`src/rtl/fetch_stage.sv`:
```
// Instruction fetch front end: holds the fetch PC, issues one memory read at a time, queues returned words for decode.
// Latency: first request in the first cycle out of reset; a word reaches out_* the cycle after its imem_resp.
// Backpressure: dec_ready=0 holds the FIFO head; no request is issued while the FIFO is full. Optional counters: FETCH_PERF_CNT_EN.
module fetch_stage #(
  parameter logic [31:0] RESET_PC    = 32'h1eceb000,
  parameter int          QUEUE_DEPTH = 4
) (
  input  logic        clk,
  input  logic        rst,
  output logic [31:0] imem_addr,
  output logic [3:0]  imem_rmask,
  input  logic [31:0] imem_rdata,
  input  logic        imem_resp,
  input  logic        redirect_valid,
  input  logic [31:0] redirect_pc,
  input  logic        dec_ready,
  output logic        out_valid,
  output logic [31:0] out_inst,
  output logic [31:0] out_pc,
  output logic [31:0] out_pc_next
`ifdef FETCH_PERF_CNT_EN
  ,
  output logic [31:0] perf_fetched,
  output logic [31:0] perf_discarded,
  output logic [31:0] perf_stall
`endif
);

  localparam int PW = $clog2(QUEUE_DEPTH);
  localparam logic [PW:0] DEPTH = (PW+1)'(QUEUE_DEPTH);

  localparam logic [1:0] S_IDLE    = 2'd0;
  localparam logic [1:0] S_WAIT    = 2'd1;
  localparam logic [1:0] S_DISCARD = 2'd2;

  logic [1:0]    state;
  logic [31:0]   pc;
  logic [31:0]   req_addr;
  logic [PW-1:0] wr_ptr;
  logic [PW-1:0] rd_ptr;
  logic [PW:0]   count;
  logic [31:0]   q_inst    [QUEUE_DEPTH];
  logic [31:0]   q_pc      [QUEUE_DEPTH];
  logic [31:0]   q_pc_next [QUEUE_DEPTH];

  logic issue;
  logic push;
  logic pop;

  // Request goes out only from IDLE with room in the queue; a redirect suppresses it that cycle.
  assign issue = rst && (state == S_IDLE) && (count < DEPTH) && !redirect_valid;
  // A response arriving together with a redirect is stale and never enters the queue.
  assign push  = (state == S_WAIT) && imem_resp && !redirect_valid;
  assign pop   = out_valid && dec_ready && !redirect_valid;

  assign imem_rmask  = issue ? 4'hF : 4'h0;
  assign imem_addr   = issue ? pc : req_addr;
  assign out_valid   = (count != '0);
  assign out_inst    = q_inst[rd_ptr];
  assign out_pc      = q_pc[rd_ptr];
  assign out_pc_next = q_pc_next[rd_ptr];

  // Request channel: a redirect while waiting turns the outstanding response into one to throw away.
  always_ff @(posedge clk or negedge rst) begin
    if (!rst) begin
      state <= S_IDLE;
    end else begin
      case (state)
        S_IDLE:    if (issue) state <= S_WAIT;
        S_WAIT:    if (imem_resp) state <= S_IDLE;
                   else if (redirect_valid) state <= S_DISCARD;
        S_DISCARD: if (imem_resp) state <= S_IDLE;
        default:   state <= S_IDLE;
      endcase
    end
  end

  // Architectural fetch PC and the address of the last request issued.
  always_ff @(posedge clk or negedge rst) begin
    if (!rst) begin
      pc       <= RESET_PC;
      req_addr <= RESET_PC;
    end else begin
      if (redirect_valid) pc <= redirect_pc & ~32'd3;
      else if (push)      pc <= pc + 32'd4;
      if (issue) req_addr <= pc;
    end
  end

  // Queue pointers and occupancy; redirect empties the queue and wins over push/pop.
  always_ff @(posedge clk or negedge rst) begin
    if (!rst) begin
      wr_ptr <= '0;
      rd_ptr <= '0;
      count  <= '0;
    end else if (redirect_valid) begin
      wr_ptr <= '0;
      rd_ptr <= '0;
      count  <= '0;
    end else begin
      if (push) wr_ptr <= wr_ptr + 1'b1;
      if (pop)  rd_ptr <= rd_ptr + 1'b1;
      count <= count + {{PW{1'b0}}, push} - {{PW{1'b0}}, pop};
    end
  end

  // Queue storage; cleared at reset so an empty head reads as zero.
  always_ff @(posedge clk or negedge rst) begin
    if (!rst) begin
      for (int i = 0; i < QUEUE_DEPTH; i++) begin
        q_inst[i]    <= '0;
        q_pc[i]      <= '0;
        q_pc_next[i] <= '0;
      end
    end else if (push) begin
      q_inst[wr_ptr]    <= imem_rdata;
      q_pc[wr_ptr]      <= pc;
      q_pc_next[wr_ptr] <= pc + 32'd4;
    end
  end

`ifdef FETCH_PERF_CNT_EN
  function automatic logic [31:0] sat_add(input logic [31:0] a, input logic [31:0] b);
    logic [32:0] s;
    s = {1'b0, a} + {1'b0, b};
    return s[32] ? 32'hFFFF_FFFF : s[31:0];
  endfunction

  logic        resp_dropped;
  logic [31:0] discard_inc;

  assign resp_dropped = imem_resp && ((state == S_DISCARD) || ((state == S_WAIT) && redirect_valid));
  assign discard_inc  = {31'd0, resp_dropped} + (redirect_valid ? 32'(count) : 32'd0);

  // Saturating event counters, cleared only by reset.
  always_ff @(posedge clk or negedge rst) begin
    if (!rst) begin
      perf_fetched   <= '0;
      perf_discarded <= '0;
      perf_stall     <= '0;
    end else begin
      perf_fetched   <= sat_add(perf_fetched, {31'd0, push});
      perf_discarded <= sat_add(perf_discarded, discard_inc);
      perf_stall     <= sat_add(perf_stall, {31'd0, out_valid && !dec_ready});
    end
  end
`endif

endmodule

```
`config.mk`:
```
export PLATFORM = sky130hd
export DESIGN_NAME = fetch_stage
export DESIGN_NICKNAME = d
export VERILOG_FILES = /design/src/rtl/fetch_stage.sv
export SDC_FILE = /design/constraint.sdc
export NUM_CORES = 1
export LEC_CHECK = 0
export CAP_MARGIN = 25
export CELL_PAD_IN_SITES_DETAIL_PLACEMENT = 0
export CELL_PAD_IN_SITES_GLOBAL_PLACEMENT = 1
export CORE_AREA = 2 2 207 209
export DETAILED_ROUTE_END_ITERATION = 8
export DIE_AREA = 0 0 209 211
export HOLD_SLACK_MARGIN = 0.12
export MAX_ROUTING_LAYER = met4
export PLACE_DENSITY_LB_ADDON = 0.1
export SLEW_MARGIN = 20
export SYNTH_ARGS = -nofsm -noshare
export SYNTH_HDL_FRONTEND = slang
export SYNTH_SLANG_ARGS = --single-unit
```
`constraint.sdc`:
```
create_clock -name clk -period 2.8 [get_ports clk]
set_input_delay 0.42 -clock clk [delete_from_list [all_inputs] [get_ports clk]]
set_output_delay 0.42 -clock clk [all_outputs]
set_load 0.02 [all_outputs]
```
==> results by group <==
Global route
  • Remaining Overflow, GRT: 0
  • Initial antenna violation count: 2
  • First-pass GRT wire length: 75470 um
  • Largest net degree at the start of global routing: 155
  • Number of global-route vias before repair: 12814
  • GRT Total Usage: 22.93%

Floorplanning
  • Starting Density: 46.76%
  • Rows: 75
  • Core area: 41760 um^2
  • Die Width: 209 um
  • IO Count: 202
  • Die area: 44100 um^2
  • Die Y: 211 um

Power and ir drop
  • Leak: 0.01104 uW
  • P per Cell Area: 887.6 nW/um^2
  • Clock group share of total power: 29.6%
  • Sequential power share: 38.3%
  • Internal Power: 14700 uW
  • Comb pwr share: 32.1%
  • Tot Pwr: 21330 uW
  • Psw: 6626 uW
  • Sw frac: 31.07%
  • VDD IR max: 0.0006138 V

STA
  • Fin Setup TNS: 0 ns
  • FMAX: 0.3622 GHz
  • Final hold vios: 0
  • WHS: 0.2773 ns
  • Clock skew: 0.02194 ns
  • Measured slew at the worst slew-check pin: 0.8909 ns
  • # setup viols final: 0
  • Max-slew violations: 0
  • RSZ-0062 raised after global routing: false
  • Slew HR: 40.61%
  • Final cycle utilization of the critical path: 98.62%
  • Period minus WS final: 2.761 ns

Critical path
  • FF-to-FF path depth: 6
  • Top fanout value on the critical path: 15
  • Kind of critical path: flip-flop to output pin
  • Max incr delay on CP: 0.50 ns
  • Cells along the critical path: buf_12 > buf_12 > buf_16 > mux4_2 > dlygate4sd2_1
  • Cell family with most CP delay: buffers and inverters
  • Slowest library cell on the worst path: dfrtp_4
  • Worst setup EP type: output pin
  • Crit path DAT: 2.34 ns
  • Worst EP required: 2.38 ns
  • CP Launch Type: flip-flop
  • Crit path depth: 5
  • Buffers plus inverters on the worst setup path: 4
  • CP most frequent cell: buf_12

Clock tree
  • CTS sink cnt: 439
  • Clock root cell: clkbuf_16
  • Clock Pin Slew Worst Setup and Hold Paths: 0.06 ns
  • CTS Buf Count: 48
  • H-Tree Depth: 2
  • CTS tree: done
  • Clock latency on the worst-skew pair: 0.59 ns
  • Max clock buf depth: 3

Layout
  • Share of cells above drive strength 1: 34.69%
  • Post-layout util: 57.54%
  • Area growth from synthesis to layout: 23.05%
  • Fillers: 3494
  • Post-route insts no fill: 2232
  • Final net count: 1730

Detailed routing
  • Routed wire per std cell: 21.20 um
  • Number of vias per cell: 5.419
  • First-pass iteration count of the detailed router: 5
  • Drt total wl: 47320 um
  • DRC Markers: 0
  • Via Count: 12095
  • Iter 0 DRT Violations: 666
  • ANT nets after route: 0

Hold path
  • Hold depth: 3
  • Hold crit path type: input port to flip-flop

Place
  • DPL Wire Length: 30610 um
  • Routability cong.: 0.8355
  • Post-Place Cells: 2124
  • Port-buffer cells: 195

Synthesis
  • Primary FF master, synth: dfrtp_1
  • Leading area contributor after synthesis: dfrtp_1
  • Post-synthesis cell type count: 43
  • Share of flip-flops with an asynchronous set or reset: 100.0%
  • Post-synthesis register bit count: 439
  • Post-synthesis area per instance: 13.45 um^2
  • Top-area cell type share of the netlist area: 53.18%
  • Commonest cells in the netlist: 415 x dfrtp_1, 267 x mux2_2, 183 x nand2_1
  • Synth top area cells: dfrtp_1 53%, mux2_2 15%, mux4_2 11%, o21ai_0 4.0%, nand2_1 3.5%
  • Most common cell in the netlist: dfrtp_1
  • Number of synthesized flops with an enable pin: 0
  • Mapped Cells: 1452
  • Post-Synthesis Cell Area: 19530 um^2
  • Sequential element share of the synthesized area: 56.41%
  • Ys Warns: 0

Job
  • Max cap viols: 0

Run status
  • Outcome: finished clean
[what timing repair did]
| action | in CTS | in global routing |
|---|---|---|
| endpoints found under the hold margin | 40 | 0 |
| gates resized for setup | 189 | 40 |
| setup endpoints to repair | 125 | 58 |
| hold buffers | 1 | 0 |
| setup buffers | 8 | 6 |
| gates cloned | 3 | 0 |
[power by group through the flow]
stage | registers (uW) | clock network, uW | logic, uW
after floorplan | 8020 | 0 | 4330
after global placement | 8240 | 0 | 7340
after detailed placement | 8290 | 0 | 7380
after CTS | 8170 | 6510 | 6930
after global routing | 8310 | 6750 | 7360
final | 8160 | 6320 | 6850
[flip-flops by register name (all words and copies together), names as in the netlist]
signal,count
count,3
pc,30
q_inst,128
q_pc,120
q_pc_next,120
rd_ptr,2
req_addr,32
state,2
wr_ptr,2
[routing by layer]
metal | GRT usage, % | wire, um | vias up | part of all wire (%)
met3 | 4.044 | 2097 | 71 | 4.4
met4 | 6.650 | 1019 | 0 | 2.2
met2 | 36.26 | 22830 | 227 | 48
met5 | - | 0 | - | 0
met1 | 30.69 | 21380 | 6255 | 45
li1 | - | - | 5542 | -
[logic make-up (layout without fill, tap and decap cells)]
group | count (synthesis) | after routing | synth area share (%)
AOI/OAI and AO/OA | 164 | 164 | 4.216
xor gates and xnor gates | 62 | 62 | 2.781
adders and majority gates | 8 | 8 | 0.5510
and+or+nand+nor | 283 | 283 | 6.875
muxes | 360 | 360 | 26.06
other | 1 | 5 | 0.01920
DFF | 439 | 439 | 56.41
buffers and inverters | 135 | 372 | 3.088
[cell usage in the layout, fill, tap and decap left out, types with 12 or more instances in the layout]
cell type	synthesis	routed
buf_2	34	13
xor2_1	23	23
o21ai_0	157	156
mux4_2	92	92
clkbuf_8	0	12
dfstp_2	24	24
clkbuf_2	1	14
nand2_1	183	179
nand3_1	23	23
clkdlybuf4s15_1	0	24
buf_12	0	24
clkdlybuf4s50_1	0	65
mux2_2	267	267
nor2_1	20	20
dlygate4sd2_1	0	76
xnor2_1	39	39
clkbuf_16	0	48
dfrtp_1	415	412
clkbuf_1	54	15
buf_4	10	47
[stage by stage]
stage	cell area [um^2]	worst slack, ns
finish	24030	0.03875
global route	24030	0.0004170
CTS	24010	0.0002420
detailed placement	22380	0.2045
global placement	22380	0.2163
floorplan	19540	0.5486
[worst paths after layout]
kind / start / endpoint / slack (ns)
worst max-delay path: rd_ptr[0] / out_pc[19] / 0.04
worst min-delay path: redirect_valid / count[2] / 0.28
worst max register to register: pc[3] / q_pc_next[122] / 0.38
worst min register to register: q_pc_next[30] / q_pc_next[30] / 0.47
max in group asynchronous: rst / rd_ptr[1] / 0.88
min in group asynchronous: rst / q_inst[36] / 0.56
[worst register-to-register path, cell delays in order, from the launching register on]
cell     delay (ns)
dfrtp_1        0.50
ha_1           0.33
nand4_1        0.24
nor4_1         0.49
nand2_1        0.15
xor2_1         0.38
o21ai_0        0.16
[final cells by class]
class                           count  area, um^2  area share, %
Sequential cell                   439       11020          45.88
Multi-Input combinational cell    881        7955          33.11
Timing Repair Buffer              274        2755          11.47
Clock buffer                       75        1423          5.921
Tap cell                          539       674.4          2.807
Clock inverter                     14       160.2         0.6665
Inverter                            9       33.78         0.1406
Antenna cell                        1       2.502        0.01041
(Power assumes the default switching activity.)
